--- src/rtl/present80_pkg.sv ---
// rtl/present80_pkg.sv - shared constants, S-box table and FSM states for PRESENT-80 stages
package present80_pkg;

  localparam int STATE_W = 64;
  localparam int NIBBLES = 16;

  // PRESENT S-box, entry i lives at bits [4i+3:4i]: 0..F -> C,5,6,B,9,0,A,D,3,E,F,8,4,7,1,2
  localparam logic [63:0] SBOX_TABLE = 64'h21748FE3DA09B65C;

  typedef enum logic [1:0] {
    ST_IDLE,
    ST_BUSY,
    ST_DONE
  } slayer_state_e;

endpackage

--- src/rtl/present80_sbox.sv ---
// rtl/present80_sbox.sv - single combinational 4-bit PRESENT S-box
module present80_sbox
  import present80_pkg::*;
(
  input  logic [3:0] x,
  output logic [3:0] y
);

  assign y = SBOX_TABLE[{x, 2'b00} +: 4];

endmodule

--- src/rtl/present80_slayer_seq.sv ---
// rtl/present80_slayer_seq.sv - serialized addRoundKey + sBoxLayer stage
module present80_slayer_seq
  import present80_pkg::*;
#(
  parameter int SBOX_PER_CYCLE = 4
) (
  input  logic               clk,
  input  logic               rst,
  input  logic               in_valid,
  output logic               in_ready,
  input  logic [STATE_W-1:0] state_in,
  input  logic [STATE_W-1:0] round_key,
  output logic               out_valid,
  input  logic               out_ready,
  output logic [STATE_W-1:0] state_out
);

  localparam int P  = NIBBLES / SBOX_PER_CYCLE;
  localparam int CW = (P > 1) ? $clog2(P) : 1;
  localparam logic [CW-1:0] CNT_LAST = CW'(P - 1);

  slayer_state_e      state_q, state_d;
  logic [CW-1:0]      cnt_q;
  logic [STATE_W-1:0] work_q;
  logic [STATE_W-1:0] work_sub;
  logic [3:0]         sb_in  [SBOX_PER_CYCLE];
  logic [3:0]         sb_out [SBOX_PER_CYCLE];
  logic               load;
  logic               step;
  logic               last;

  // Pick the nibble group addressed by cnt, lowest group first
  always_comb begin
    for (int k = 0; k < SBOX_PER_CYCLE; k++) begin
      sb_in[k] = work_q[(int'(cnt_q) * SBOX_PER_CYCLE + k) * 4 +: 4];
    end
  end

  for (genvar g = 0; g < SBOX_PER_CYCLE; g++) begin : g_sbox
    present80_sbox u_sbox (
      .x (sb_in[g]),
      .y (sb_out[g])
    );
  end

  // Write the substituted group back; all other nibbles pass through
  always_comb begin
    work_sub = work_q;
    for (int k = 0; k < SBOX_PER_CYCLE; k++) begin
      work_sub[(int'(cnt_q) * SBOX_PER_CYCLE + k) * 4 +: 4] = sb_out[k];
    end
  end

  assign last      = (cnt_q == CNT_LAST);
  assign in_ready  = (state_q == ST_IDLE) && !rst;
  assign out_valid = (state_q == ST_DONE);
  assign state_out = work_q;

  // Next-state and datapath control
  always_comb begin
    state_d = state_q;
    load    = 1'b0;
    step    = 1'b0;
    case (state_q)
      ST_IDLE: begin
        if (in_valid) begin
          load    = 1'b1;
          state_d = ST_BUSY;
        end
      end
      ST_BUSY: begin
        step = 1'b1;
        if (last) state_d = ST_DONE;
      end
      ST_DONE: begin
        if (out_ready) state_d = ST_IDLE;
      end
      default: state_d = ST_IDLE;
    endcase
  end

  // State, nibble counter and work register; reset wins over any handshake
  always_ff @(posedge clk) begin
    if (rst) begin
      state_q <= ST_IDLE;
      cnt_q   <= '0;
      work_q  <= '0;
    end else begin
      state_q <= state_d;
      if (load) begin
        work_q <= state_in ^ round_key;
        cnt_q  <= '0;
      end else if (step) begin
        work_q <= work_sub;
        cnt_q  <= last ? '0 : cnt_q + CW'(1);
      end
    end
  end

endmodule

--- config.mk ---
export PLATFORM = sky130hd
export DESIGN_NAME = present80_slayer_seq
export DESIGN_NICKNAME = d
export VERILOG_FILES = /design/src/rtl/present80_pkg.sv /design/src/rtl/present80_sbox.sv /design/src/rtl/present80_slayer_seq.sv
export SDC_FILE = /design/constraint.sdc
export NUM_CORES = 1
export LEC_CHECK = 0
export ABC_AREA = 1
export ABC_CLOCK_PERIOD_IN_PS = 1900
export BUFFER_PORTS_ARGS = -buffer_cell sky130_fd_sc_hd__buf_2
export CORE_UTILIZATION = 45
export DETAILED_ROUTE_END_ITERATION = 8
export GPL_TIMING_DRIVEN = 0
export PLACE_DENSITY = 0.78
export SLEW_MARGIN = 20
export SYNTH_ARGS = -nofsm -noshare
export SYNTH_HDL_FRONTEND = slang
export SYNTH_SLANG_ARGS = --single-unit
export TNS_END_PERCENT = 50
--- constraint.sdc ---
create_clock -name clk -period 1.9 [get_ports clk]
set_input_delay 0.19 -clock clk [delete_from_list [all_inputs] [get_ports clk]]
set_output_delay 0.19 -clock clk [all_outputs]
set_load 0.05 [all_outputs]
# [Word level (Yosys, flattened, before mapping)]
# Cells that the tools add are included.
[totals] register_bits=68 word_cells=54 input_bits=132
[classes] bitwise=1 eq_ne=6 n_reduce_logical=6 n_mux=14 addsub=8 shift=16
[op_table] op="bitwise mux 64 bit" n=4
[op_table] op="variable shift 4 x 33 -> 64 bit, first input constant" n=4
[op_table] op="indexed part select 4 x 33 -> 64 bit" n=4
[op_table] op="indexed part select 64 x 7 -> 4 bit, first input constant" n=4
[op_table] op="indexed part select 64 x 32 -> 4 bit" n=3
[op_table] op="two-way mux 64 bit" n=2
[op_table] op="negation 7 -> 33 bit" n=3
[op_table] op="indexed part select 64 x 7 -> 4 bit" n=1
[op_table] op="XOR 64 bit" n=1
[op_table] op="negation 6 -> 33 bit" n=1
[op_table] op="adder 4 x 2 -> 5 bit, second input constant" n=2
[op_table] op="two-way mux 2 bit" n=4
[op_table] op="case mux 2 bit (3 select lines)" n=1
[op_table] op="adder 4 x 1 -> 5 bit, second input constant" n=1
[op_table] op="== test 2 bit, second input constant" n=2
[op_table] op="!= test 2 bit, second input constant" n=2
[op_table] op="two-way mux 1 bit" n=3
[op_table] op="AND reduction 3 bit" n=1
[op_table] op="adder 2 x 1 -> 2 bit, second input constant" n=1
[op_table] op="== test 2 x 1 -> 1 bit, second input constant" n=1
[op_table] op="logical NOT 2 bit" n=1
[op_table] op="!= test 2 x 1 -> 1 bit, second input constant" n=1
[op_table] op="nonzero test 2 bit" n=1
[op_table] op="OR reduction 2 bit" n=1
[op_table] op="2 further kinds" n=2

# [Depth between registers and ports, before layout]
[logic_depth] ltp_word=9 depth_mapped=14 mapped_depth_nobuf=13

# [Cells and area by module]
# A second synthesis with hierarchy kept.
[hier_totals] cells_unflattened=1007 hier_area_um2=5851.9
[by_module_without_submodules] mod="present80_slayer_seq" n_inst=1 area_per_inst_um2=5016.1 cells_each=859 seq_area_each_um2=1361.3
[by_module_without_submodules] mod="present80_sbox" n_inst=4 area_per_inst_um2=209.0 cells_each=37 seq_area_each_um2=0.0

# [Worst setup path before layout]
# No wires, ideal clock.
[synth_path] kind="reg2reg" from="register cnt_q[0]" to="register work_q[35] (netlist: state_out[35])" synth_period_minus_slack_ps=1881 arrival_time_ps=1811 path_buffers=2 stages_incl_launch_ff=9 setup_slack_ps=19 cell_sequence="dfxtp_1 > inv_2 > buf_2 > buf_2 > ha_1 > inv_1 > nor4_2 > nand4_1 > a21oi_1"
[synth_via] elab_chain_len=9 word_cells_on_any_way=29
[synth_lines] item="start, declared" line_no="present80_slayer_seq.sv:23" rtl="logic [CW-1:0] cnt_q;"
[synth_lines] item="start signal, assigned" line_no="present80_slayer_seq.sv:95" rtl="cnt_q <= last ? '0 : cnt_q + CW'(1);"
[synth_lines] item="adder 4 x 1 -> 5 bit or indexed part select 64 x 7 -> 4 bit (tied branches)" line_no="present80_slayer_seq.sv:35, present80_slayer_seq.sv:50"
[synth_lines] item="indexed part select 64 x 32 -> 4 bit or indexed part select 64 x 7 -> 4 bit (tied branches)" line_no="present80_slayer_seq.sv:35, present80_sbox.sv:9"
[synth_lines] item="indexed part select 64 x 7 -> 4 bit or indexed part select 4 x 33 -> 64 bit (tied branches)" line_no="present80_sbox.sv:9, present80_slayer_seq.sv:50"
[synth_lines] item="indexed part select 4 x 33 -> 64 bit or bitwise mux 64 bit (tied branches)" line_no="present80_slayer_seq.sv:50" rtl="work_sub[(int'(cnt_q) * SBOX_PER_CYCLE + k) * 4 +: 4] = sb_out[k];"
[synth_lines] item="bitwise mux 64 bit (2 in a row)" line_no="present80_slayer_seq.sv:50"
[synth_lines] item="bitwise mux 64 bit (*)" line_no="present80_slayer_seq.sv:50"
[synth_lines] item="two-way mux 64 bit (*)" line_no="present80_slayer_seq.sv:93" rtl="end else if (step) begin"
[synth_lines] item="two-way mux 64 bit (*)" line_no="present80_slayer_seq.sv:90" rtl="if (load) begin"
[synth_lines] item="end signal, assigned" line_no="present80_slayer_seq.sv:91" rtl="work_q <= state_in ^ round_key;"
[synth_lines] item="end signal, assigned" line_no="present80_slayer_seq.sv:94" rtl="work_q <= work_sub;"
[synth_lines] item="end, declared" line_no="present80_slayer_seq.sv:24" rtl="logic [STATE_W-1:0] work_q;"
# Mark *: on every way between the ends. The rest lies on a longest branch, timed or not. The select of a mux whose other input is x is not followed.
# A chain may end at the register's enable or synchronous reset.

# [Final worst setup path]
[layout_path] from="register cnt_q[0]" to="register work_q[58] (netlist: state_out[58])"
# The elaborated chain is that of the path after synthesis.

==> flow_summary.yaml <==
global_routing:
  globalRouteOverflowTotal: 0
  pin_count_of_the_biggest_net_entering_global_routing: 12
  grt_use_total_pct: 32.5
  grt_first_pass_wirelength_um: 28800
  grt_pass1_vias: 5614
  number_of_antenna_violations_at_the_first_check_in_global_routing: 0
clock_network:
  cts_buffers: 9
  clock_insertion_delay_worst_skew_ns: 0.36
  tritoncts: "built"
  worst_setup_hold_path_clk_slew_ns: 0.08
  cts_max_level: 3
  ctsHoldBuffers: 0
  clock_tree.buffer_depth: 2
  numClockSinks: 68
  cell_at_the_root_of_the_clock_tree: "clkbuf_8"
drt:
  route.detailed.drc: 0
  top_layer: "met4"
  m1WireLength_um: 8440
  met2WireLength_um: 9470
  avgViaCountPerCell: 5.79
  detail_route.iter0.violations: 758
  detailroute.wirelength.met3_um: 2300
  route.vias.total: 6858
  routed_wirelength_um: 21200
  drt-pass1-iter-count: 6
  antenna_left: 0
  wl_per_cell_um: 17.9
hold_path:
  timing.hold.worst.start: "rst"
  holdCritPathClass: "in -> reg"
critical_path:
  startpoint_kind_of_the_worst_setup_timing_path: "flip-flop"
  crit_fanout: 6
  cp.arrival_ns: 2.25
  cp-end-kind: "flip-flop"
  timing.critical_path.from: "cnt_q[0]"
  timing_worst_setup_path_type: "reg -> reg"
  timing.rr.start: "cnt_q[0]"
  worst_ep_required_time_ns: 2.20
timing:
  finalCriticalPeriod_ns: 1.95
  final_hold_violations: 0
  timing.clock.skew_ns: 0.00763
  final_critical_path_setup_slack_ns: -0.0474
  tightestPinTransition_ns: 0.579
  max-slew-margin-rel_pct: 61.4
  timing.final.setup_violations: 17
  fmaxAchievable_mhz: 514
  final_cycle_share_pct: 102
  report.final.slew_viol_count: 0
  grt_setup_unrepaired: "yes"
yosys:
  synthDistinctLibCells: 26
  synthesis.yosys.warnings: 0
  mappedNetlistNets: 966
  postSynthRegisterBits: 68
  syn_area_per_cell_um2: 6.21
  mappedNetlistArea_mm2: 0.00503
  synth_sequential_area_ratio_pct: 27.1
  post_synth_inst_count: 810
final_layout:
  instances_no_fill: 1184
  fin_util_pct: 67.9
  layout_commonest_cell: "buf_2"
  fillerInstances: 925
  areaGrowthSynthToFinish_pct: 46.9
  layout_common_cells: "buf_2, o21ai_0, nand2_1, a21oi_1, nor2_1"
  nets: 1196
  antenna_cell_count: 0
  post_route_cells_drive_above_1_share_pct: 40.7
placed_design:
  hpwlAfterDp_um: 14300
  port_buffers: 197
  globalplace.congestion: 0.957
  placed_cells: 1147
job:
  cap_violations: 0
power_and_ir_drop:
  max-vdd-ir-drop_mv: 0.370
  power_density_mw_per_mm2: 795
  cellLeakagePower_nw: 3.43
floorplan:
  row_count: 38
  ioPinCount: 198
  die_h_um: 108
  core_area_mm2: 0.0109
  initial_utilization_pct: 46.2
  die_w_um: 108
  floorplan.die_area_mm2: 0.0116
outcome:
  run_status: "complete, but fails checks"
  failed_checks: "setup timing"
power by group:
group	leakage, nW	switching [mW]	internal [mW]
combinational	2.76	1.97	0.912
clock	0.103	0.579	0.709
sequential	0.564	0.134	1.57
layout make-up:
cell class	count	area [um^2]	area share, %
Buffer	43	355	4.81
Clock buffer	14	173	2.34
Clock inverter	1	30.0	0.406
Inverter	42	176	2.39
Multi-Input combinational cell	655	3890	52.7
Sequential cell	68	1370	18.5
Tap cell	140	175	2.37
Timing Repair Buffer	221	1220	16.5
Yosys cell counts:
cell      instances  area (um^2)
nand3_2           3         30.0
nor4_2            2         25.0
nor2_2            2         12.5
nand3_1          91          455
clkbuf_1         11         41.3
ha_1             24          300
buf_2            28          140
nor3_1            6         30.0
inv_1            30          113
nor2_1           82          308
xnor2_1           2         17.5
buf_1             1         3.75
a21oi_1         127          636
o21ai_1           5         25.0
o211ai_1          3         22.5
nand3b_1          2         15.0
buf_6             4         45.0
a211oi_1          1         7.51
o21ai_0         121          606
nand4_1          16          100
dfxtp_1          68         1360
o21ai_2           4         35.0
buf_4             1         7.51
nand2_1         151          567
nand2_2          13         81.3
inv_2            12         45.0
critical path, cell delays in order, from the launching register on:
cell	delay [ns]
dfxtp_4	0.39
inv_8	0.10
buf_8	0.14
nand2_1	0.10
nand3_4	0.11
nand2_4	0.08
ha_4	0.28
inv_1	0.03
nand2_1	0.09
nand3_1	0.12
nand2_2	0.18
nand3_1	0.11
a21oi_1	0.13
metal layers:
metal	track usage, %	vias up
met5	0	-
met4	9.49	0
met3	5.21	87
met2	53.6	474
met1	43.4	3044
li1	-	3253
sequential cells by signal, summed over array words and instances, names as in the netlist:
register / count
state_q: 2
cnt_q: 2
state_out: 64
per-stage QoR:
step | hold slack [ns] | cell area, um^2 | setup WS [ns] | power (mW) | TNS (ns)
global placement | 0.400 | 6190 | -0.377 | 3.96 | -15.17
finish | 0.0217 | 7390 | -0.0474 | 5.87 | -0.315
CTS | 0.0280 | 6670 | -0.000738 | 5.36 | -0.000738
global route | 0.0247 | 7390 | -0.111 | 6.10 | -3.07
floorplan | 0.259 | 5030 | 0.0188 | 3.29 | 0
detailed placement | 0.399 | 6190 | -0.384 | 3.99 | -16.54
kinds of logic after synthesis:
logic type,count (synthesis),share of synthesized area [%]
AO/OA/AOI/OAI,261,26.5
XOR/XNOR,2,0.348
adder cells (fa/ha/maj),24,5.97
buffers and inverters,87,7.86
flip-flops,68,27.1
AND/OR/NAND/NOR,368,32.3
path summary, 6_finish.rpt:
check / to / slack (ns) / depth (start not counted)
max: state_out[58] / -0.05 / 12
min: state_q[1] / 0.02 / 2
max reg2reg: state_out[58] / -0.05 / 12
min reg2reg: state_out[11] / 0.55 / 2
timing repair:
| action | CTS | global route |
|---|---|---|
| gates cloned | 0 | 3 |
| resized for setup | 54 | 145 |
| setup buffers | 9 | 12 |
| setup endpoints to repair | 64 | 64 |
| hold endpoints to repair | 0 | 0 |
| pin swaps | 14 | 59 |
No activity file was read; power rests on OpenSTA's default activity.
